[config.mk]
export PLATFORM = sky130hd
export DESIGN_NAME = player_damage_control
export DESIGN_NICKNAME = d
export VERILOG_FILES = /design/src/rtl/player_damage_control.sv
export SDC_FILE = /design/constraint.sdc
export NUM_CORES = 1
export LEC_CHECK = 0
export ABC_AREA = 1
export CORE_ASPECT_RATIO = 2
export CORE_MARGIN = 1.5
export CORE_UTILIZATION = 50
export CTS_CLUSTER_DIAMETER = 40
export CTS_CLUSTER_SIZE = 28
export DETAILED_ROUTE_END_ITERATION = 16
export HOLD_SLACK_MARGIN = 0.08
export PLACE_DENSITY = 0.67
export SLEW_MARGIN = 0
export SYNTH_ARGS = -nofsm -noshare
export SYNTH_HDL_FRONTEND = slang
export SYNTH_SLANG_ARGS = --single-unit
[constraint.sdc]
create_clock -name clk -period 2.3 [get_ports clk]
set_input_delay 0.345 -clock clk [delete_from_list [all_inputs] [get_ports clk]]
set_output_delay 0.345 -clock clk [all_outputs]
set_load 0.005 [all_outputs]
[src/rtl/player_damage_control.sv]
// player_damage_control
//   Converts the registered per-cycle trigger-collision flag into player HP
//   loss. After each hit it opens an invincibility window (i-frames) during
//   which the sprite blinks. When HP reaches zero it latches game over.
//
// Ports
//   clk               system clock
//   clk_reset         synchronous active-low reset
//   is_trigger_player player overlaps a damaging object this cycle
//   game_restart      one-cycle pulse: restore full HP, leave DEAD
//   player_hp         current HP, 0..MAX_HP
//   hp_changed        one-cycle pulse on every HP change
//   invincible        high while i-frames are active
//   player_visible    sprite enable, blinks during i-frames
//   game_over         high while dead
module player_damage_control #(
  parameter int MAX_HP       = 92,
  parameter int DAMAGE       = 1,
  parameter int TICK_DIV     = 1_000_000,
  parameter int IFRAME_TICKS = 100
) (
  input  logic       clk,
  input  logic       clk_reset,
  input  logic       is_trigger_player,
  input  logic       game_restart,
  output logic [6:0] player_hp,
  output logic       hp_changed,
  output logic       invincible,
  output logic       player_visible,
  output logic       game_over
);

  localparam int TW = (TICK_DIV > 1) ? $clog2(TICK_DIV) : 1;
  localparam int IW = $clog2(IFRAME_TICKS + 1);

  localparam logic [6:0]    HP_FULL  = 7'(MAX_HP);
  localparam logic [6:0]    HP_DMG   = 7'(DAMAGE);
  localparam logic [TW-1:0] TICK_END = TW'(TICK_DIV - 1);
  localparam logic [IW-1:0] IF_LOAD  = IW'(IFRAME_TICKS);

  generate
    if (MAX_HP < 1 || MAX_HP > 127)   begin : g_bad_hp  $error("MAX_HP out of range");  end
    if (DAMAGE < 1 || DAMAGE > 127)   begin : g_bad_dmg $error("DAMAGE out of range");  end
    if (IFRAME_TICKS < 1)             begin : g_bad_if  $error("IFRAME_TICKS < 1");     end
    if (TICK_DIV < 1)                 begin : g_bad_td  $error("TICK_DIV < 1");         end
  endgenerate

  typedef enum logic [1:0] {IDLE, COOLDOWN, DEAD} state_t;

  state_t        state,      state_nxt;
  logic [6:0]    hp,         hp_nxt;
  logic          chg,        chg_nxt;
  logic          vis,        vis_nxt;
  logic [TW-1:0] tick_cnt,   tick_nxt;
  logic [IW-1:0] iframe_cnt, iframe_nxt;

  always_ff @(posedge clk) begin
    if (!clk_reset) begin
      state      <= IDLE;
      hp         <= HP_FULL;
      chg        <= 1'b0;
      vis        <= 1'b1;
      tick_cnt   <= '0;
      iframe_cnt <= '0;
    end else begin
      state      <= state_nxt;
      hp         <= hp_nxt;
      chg        <= chg_nxt;
      vis        <= vis_nxt;
      tick_cnt   <= tick_nxt;
      iframe_cnt <= iframe_nxt;
    end
  end

  always_comb begin
    state_nxt  = state;
    hp_nxt     = hp;
    chg_nxt    = 1'b0;
    vis_nxt    = vis;
    tick_nxt   = tick_cnt;
    iframe_nxt = iframe_cnt;

    if (game_restart) begin
      // restart wins over a same-cycle trigger; that trigger is dropped
      state_nxt  = IDLE;
      hp_nxt     = HP_FULL;
      chg_nxt    = 1'b1;
      vis_nxt    = 1'b1;
      tick_nxt   = '0;
      iframe_nxt = '0;
    end else begin
      case (state)
        IDLE: begin
          if (is_trigger_player) begin
            chg_nxt = 1'b1;
            // compare before subtract so HP saturates at 0 instead of wrapping
            if (hp > HP_DMG) begin
              hp_nxt     = hp - HP_DMG;
              state_nxt  = COOLDOWN;
              iframe_nxt = IF_LOAD;
              tick_nxt   = '0;
              vis_nxt    = 1'b0;
            end else begin
              hp_nxt    = '0;
              state_nxt = DEAD;
              vis_nxt   = 1'b1;
            end
          end
        end
        COOLDOWN: begin
          // triggers ignored; window length is exactly IFRAME_TICKS*TICK_DIV
          if (tick_cnt == TICK_END) begin
            tick_nxt   = '0;
            iframe_nxt = iframe_cnt - IW'(1);
            vis_nxt    = ~vis;
            if (iframe_cnt == IW'(1)) begin
              state_nxt = IDLE;
              vis_nxt   = 1'b1;
            end
          end else begin
            tick_nxt = tick_cnt + TW'(1);
          end
        end
        DEAD: begin
          vis_nxt = 1'b1;
        end
        default: begin
          state_nxt = IDLE;
        end
      endcase
    end
  end

  assign player_hp      = hp;
  assign hp_changed     = chg;
  assign player_visible = vis;
  assign invincible     = (state == COOLDOWN);
  assign game_over      = (state == DEAD);

endmodule

Word-level counts from Yosys, hierarchy flattened
Index checks and enable logic that the tools add are counted. Widths: inputs -> output; s select.

Memories kept: 0. Output and inout bits: 11. Input bits: 4. Bits in writable memories: 0. Bits in registers: 38. Memory bits (read-only): 0. Latch bits: 0.

Order comparisons: 1. Add/sub/neg operators: 3. Multiplexer cells: 22. Multiply operators: 0. Divide/modulo/power cells: 0. Reduce and logical (&&, ||, !) cells: 9. Bitwise operators: 3. Shifts and indexed selects: 0. Equality and inequality tests: 8.

Operator list (count): $mux 20 (3); $pmux 20 s2 (1); $mux 7 (4); $add 20x1->20 const B (1); $eq 20x20->1 const B (1); $pmux 7 s2 (1); $sub 7x1->7 const B (2); $mux 2 (4); $reduce_and 4->1 (2); $eq 7x1->1 const B (1); $gt 7x1->1 const B (1); $mux 1 (7); $pmux 2 s3 (1); $reduce_and 3->1 (2); $ne 2x1->1 const B (2); $ne 2x2->1 const B (2); $not 1->1 (3); $pmux 1 s3 (1); $reduce_bool 3->1 (1); $eq 2x1->1 const B (1); $eq 2x2->1 const B (1); $logic_not 2->1 (1); $reduce_and 2->1 (1); $reduce_bool 2->1 (1); $reduce_or 2->1 (1).

Longest topological paths before layout
Word-level depth: 4. Depth in mapped cells: 12.

Worst setup path after synthesis
OpenSTA, ideal clock, no wires.

Path kind: flip-flop to flip-flop. From: register state[0]. To: register tick_cnt[12]. Setup slack: 740 ps. Data arrival time: 1445 ps. Buffers on the path: 2. Cell stages (with the launch flop): 11. Clock period less this slack: 1560 ps. Library setup time: 115 ps. Data required time: 2185 ps. Cell sequence: dfxtp_1 > inv_1 > ha_1 > nand2_2 > clkinv_2 > nand2_4 > nand2_4 > buf_8 > buf_12 > a21oi_1 > nor2_1.

Word-level cells in the longest chain between the ends: 3. Elaborated cells on any way between the ends: 7. Those cells by class: 3 x eq/ne; 1 x mux; 3 x reduce/logical.

Ends and longest elaborated chain: from (decl) (line 50) `state_t state, state_nxt;`; from (signal assigned) (line 66) `state <= state_nxt;`; $logic_not 2->1 / $eq 2x1->1 (equally long branches) (line 92) `case (state)`; $ne 2x2->1 (no source line) / $reduce_bool 2->1 (equally long branches); $reduce_and 3->1 (no source line); to (signal assigned) (line 70) `tick_cnt <= tick_nxt;`; to (decl) (line 54) `logic [TW-1:0] tick_cnt, tick_nxt;`.

Several ways; a longest one is shown, not always the timed one. A chain may end at the register's enable or synchronous reset.

Worst setup path after layout
From: register state[1]. To: output invincible.

Word-level cells in the longest chain between the ends: 1.

Ends and longest elaborated chain: $eq 2x1->1 (line 137) `assign invincible = (state == COOLDOWN);`; to (decl) (line 28) `output logic invincible,`.

No other way between the ends.

==> impl_metrics.py <==
metrics = {
    "critical_path": {
        "critical_path.endpoint_type": "primary output",
        "worst-r2r-setup-slack_ns": 0.43,
        "r2r_cells": 11,
        "cp-start-kind": "flop",
        "worst_ep_arrival_time_ns": 1.65,
        "type_of_the_worst_setup_path": "flop to primary output",
        "timing.rr.start": "player_hp[1]",
        "timing.rr.end": "tick_cnt[19]",
        "critical_path_fanout_max": 10,
        "cp.required_ns": 1.96,
    },
    "timing": {
        "rsz0062_at_grt": "no",
        "worst_slew_pin_slew_ns": 0.4853,
        "setup_viol": 0,
        "final.setup.worst_slack_ns": 0.3080,
        "drv_slew": 0,
        "final.min_clock_period_ns": 1.992,
        "hold_viol": 0,
        "max-slew-margin-rel": 0.6764,
        "clock_skew_ns": 0.008966,
        "timing.final.crit_share": 0.8661,
        "max_clock_freq_mhz": 502.0,
        "timing.setup.tns_ns": 0,
        "worst_hold_slack_ns": 0.4965,
    },
    "clocking": {
        "tritoncts": "built",
        "cts-hold-fix-buffers": 0,
        "clk_pin_slew_ns": 0.08,
        "htree_levels": 2,
        "cts_inserted_buffers": 5,
        "clock_latency_of_the_later_clocked_register_in_the_worst_skew_pair_ns": 0.29,
        "root_buffer": "sky130_fd_sc_hd__clkbuf_8",
        "post-cts-setup-buffers": 0,
        "clkSinkCount": 38,
        "postCtsResizedCells": 0,
        "clockBufferDepth": 2,
    },
    "grt": {
        "globalRouteTotalUtil": 0.2314,
        "gr-total-overflow": 0,
        "first_global_vias": 2196,
        "antenna_found_initial": 0,
        "grt_pass1_wl_um": 9197,
        "maximum_number_of_pins_on_one_net_before_global_route_repair": 23,
    },
    "synth": {
        "yosys_warnings": 0,
        "yosys.cell_types.count": 35,
        "number_of_storage_elements_in_the_synthesis_netlist": 38,
        "synth_area_um2": 2372,
        "syn-mean-instance-area_um2": 6.720,
        "synth_seq_area_share": 0.3207,
        "syn-instance-count": 353,
        "postSynthNetCount": 366,
    },
    "placement": {
        "gpl.final_weighted_congestion": 0.8428,
        "preCtsSetupSlack_ns": 0.3255,
        "dp_hpwl_um": 4154,
        "placed_area_um2": 2534,
        "place.port_buffers": 14,
    },
    "die": {
        "core_area_um2": 4598,
        "floorplan.io_pins": 15,
        "design.die.area_um2": 5192,
        "rows": 35,
        "initial_core_util": 0.5159,
        "die_h_um": 100.4,
        "fp.dieW_um": 51.71,
    },
    "power_and_ir_drop": {
        "lkg_pwr_nw": 1.112,
        "ir_drop_mv": 0.3988,
        "power.density_nw_per_um2": 587.2,
        "combinationalPowerShare": 0.179,
        "share_clk_of_total_power": 0.375,
        "power_switching_share": 0.2758,
        "power_frac_seq": 0.446,
        "internal-power_w": 0.001125,
        "switchingPower_w": 0.0004285,
    },
    "layout": {
        "final_layout_size_suffix_gt1_frac": 0.1348,
        "fillCellCount": 445,
        "area_growth_syn_to_layout_pct": 11.55,
        "finalInstanceArea_um2": 2646,
        "design.final.nets": 384,
        "antennaDiodeCount": 0,
    },
    "route": {
        "detail_route.vias_per_cell": 5.176,
        "routedWlPerCell_um": 12.77,
        "drtIter0Drc": 51,
        "routed_wirelength_um": 5439,
        "post-route-drc-count": 0,
        "iteration_count_of_the_initial_detailed_routing_pass": 4,
        "vias": 2205,
        "antenna_left": 0,
    },
    "run": {
        "drv.max_cap_violation_count": 0,
    },
    "min_path": {
        "min_from": "tick_cnt[5]",
        "hold_class": "flop to flop",
        "whs_endpoint": "tick_cnt[5]",
        "hold_depth": 2,
    },
    "status": {
        "run_status": "complete, no violations",
    },
}
==> Yosys cell counts <==
| master | n | share of area |
|---|---|---|
| sky130_fd_sc_hd__a21oi_1 | 12 | 0.025 |
| sky130_fd_sc_hd__a21oi_2 | 10 | 0.037 |
| sky130_fd_sc_hd__a2bb2oi_1 | 1 | 0.0037 |
| sky130_fd_sc_hd__buf_12 | 1 | 0.0084 |
| sky130_fd_sc_hd__buf_2 | 1 | 0.0021 |
| sky130_fd_sc_hd__buf_6 | 1 | 0.0047 |
| sky130_fd_sc_hd__buf_8 | 2 | 0.013 |
| sky130_fd_sc_hd__clkbuf_1 | 1 | 0.0016 |
| sky130_fd_sc_hd__clkinv_2 | 1 | 0.0021 |
| sky130_fd_sc_hd__dfxtp_1 | 38 | 0.32 |
| sky130_fd_sc_hd__ha_1 | 9 | 0.047 |
| sky130_fd_sc_hd__inv_1 | 44 | 0.070 |
| sky130_fd_sc_hd__inv_2 | 7 | 0.011 |
| sky130_fd_sc_hd__nand2_1 | 77 | 0.12 |
| sky130_fd_sc_hd__nand2_2 | 1 | 0.0026 |
| sky130_fd_sc_hd__nand2_4 | 5 | 0.024 |
| sky130_fd_sc_hd__nand3_1 | 27 | 0.057 |
| sky130_fd_sc_hd__nand3_2 | 2 | 0.0084 |
| sky130_fd_sc_hd__nand3b_1 | 1 | 0.0032 |
| sky130_fd_sc_hd__nand3b_2 | 2 | 0.0095 |
| sky130_fd_sc_hd__nand4_1 | 10 | 0.026 |
| sky130_fd_sc_hd__nand4_2 | 2 | 0.011 |
| sky130_fd_sc_hd__nor2_1 | 64 | 0.10 |
| sky130_fd_sc_hd__nor2_2 | 6 | 0.016 |
| sky130_fd_sc_hd__nor2_4 | 1 | 0.0047 |
| sky130_fd_sc_hd__nor3_1 | 5 | 0.011 |
| sky130_fd_sc_hd__nor3_2 | 1 | 0.0042 |
| sky130_fd_sc_hd__nor3b_1 | 1 | 0.0032 |
| sky130_fd_sc_hd__nor4_1 | 1 | 0.0026 |
| sky130_fd_sc_hd__o21ai_0 | 11 | 0.023 |
| sky130_fd_sc_hd__o21ai_1 | 1 | 0.0021 |
| sky130_fd_sc_hd__o21bai_1 | 2 | 0.0063 |
| sky130_fd_sc_hd__or2_2 | 2 | 0.0053 |
| sky130_fd_sc_hd__xnor2_1 | 1 | 0.0037 |
| sky130_fd_sc_hd__xor2_1 | 2 | 0.0074 |
==> through the flow <==
step                        util  power [W]  cells
after CTS                 0.5755   0.001572    426
after global placement    0.5510  0.0009826    419
final                     0.5755   0.001554    426
after global routing      0.5755   0.001626    426
after detailed placement  0.5510  0.0009856    419
after floorplan                -  0.0009298    353
==> registers in the layout, summed over array words and instances, names as in the netlist <==
signal,count
hp_changed,1
iframe_cnt,7
player_hp,7
player_visible,1
state,2
tick_cnt,20
==> kinds of logic (layout without fill, tap and decap cells) <==
group / after synthesis / in the layout / synth area share
compound gates: 37 / 37 / 0.09757
buf+inv: 58 / 76 / 0.1123
fa+ha+maj: 9 / 9 / 0.04747
xor+xnor: 3 / 3 / 0.01108
flops: 38 / 38 / 0.3207
simple gates: 208 / 208 / 0.4109
==> power groups by stage <==
stage / clock network, W / logic, W / registers, W
6_report: 0.000583 / 0.000278 / 0.000694
5_1_grt: 0.000616 / 0.000314 / 0.000696
4_1_cts: 0.000599 / 0.000279 / 0.000693
3_5_place_dp: 0 / 0.000277 / 0.000708
3_3_place_gp: 0 / 0.000274 / 0.000709
2_1_floorplan: 0 / 0.000224 / 0.000705
==> metal layers <==
| layer | vias up | GRT usage | part of all wire |
|---|---|---|---|
| li1 | 1150 | - | - |
| met3 | 17 | 0.02679 | 0.024 |
| met2 | 45 | 0.4507 | 0.57 |
| met4 | 0 | 0.1255 | 0.034 |
| met5 | - | 0 | 0 |
| met1 | 993 | 0.2206 | 0.37 |
==> worst max-delay path: stages, from the launching register on <==
cell                              delay [ns]
sky130_fd_sc_hd__dfxtp_1                0.33
sky130_fd_sc_hd__inv_1                  0.10
sky130_fd_sc_hd__ha_1                   0.20
sky130_fd_sc_hd__buf_4                  0.21
sky130_fd_sc_hd__clkdlybuf4s50_1        0.52
==> worst max path at each step <==
stage | slack [ns] | start | endpoint
5_1_grt | 0.22 | player_hp[1] | tick_cnt[19]
4_1_cts | 0.28 | state[1] | invincible
3_5_place_dp | 0.33 | is_trigger_player | tick_cnt[19]
2_1_floorplan | 0.74 | state[0] | tick_cnt[12]
6_report | 0.31 | state[1] | invincible
3_3_place_gp | 0.37 | is_trigger_player | tick_cnt[19]
==> cells in the final DEF, fill, tap and decap left out, types with 2 or more instances in the layout <==
cell	count
sky130_fd_sc_hd__a21oi_1	12
sky130_fd_sc_hd__a21oi_2	10
sky130_fd_sc_hd__buf_4	3
sky130_fd_sc_hd__clkbuf_8	6
sky130_fd_sc_hd__clkdlybuf4s50_1	14
sky130_fd_sc_hd__dfxtp_1	38
sky130_fd_sc_hd__ha_1	9
sky130_fd_sc_hd__inv_1	44
sky130_fd_sc_hd__inv_2	7
sky130_fd_sc_hd__nand2_1	77
sky130_fd_sc_hd__nand2_4	5
sky130_fd_sc_hd__nand3_1	27
sky130_fd_sc_hd__nand3_2	2
sky130_fd_sc_hd__nand3b_2	2
sky130_fd_sc_hd__nand4_1	10
sky130_fd_sc_hd__nand4_2	2
sky130_fd_sc_hd__nor2_1	64
sky130_fd_sc_hd__nor2_2	6
sky130_fd_sc_hd__nor3_1	5
sky130_fd_sc_hd__o21ai_0	11
sky130_fd_sc_hd__o21bai_1	2
sky130_fd_sc_hd__or2_2	2
sky130_fd_sc_hd__xor2_1	2
==> area by class of cell <==
class	instances	area, um2	area share
clock buffers	6	82.58	0.03121
multi-input cells	257	1345	0.5083
repair buffers	17	162.7	0.06147
inverters	52	196.4	0.07423
clock inverters	1	30.03	0.01135
flip-flops and latches	38	760.7	0.2875
well taps	55	68.82	0.02600
No activity file was read; power rests on OpenSTA's default activity.
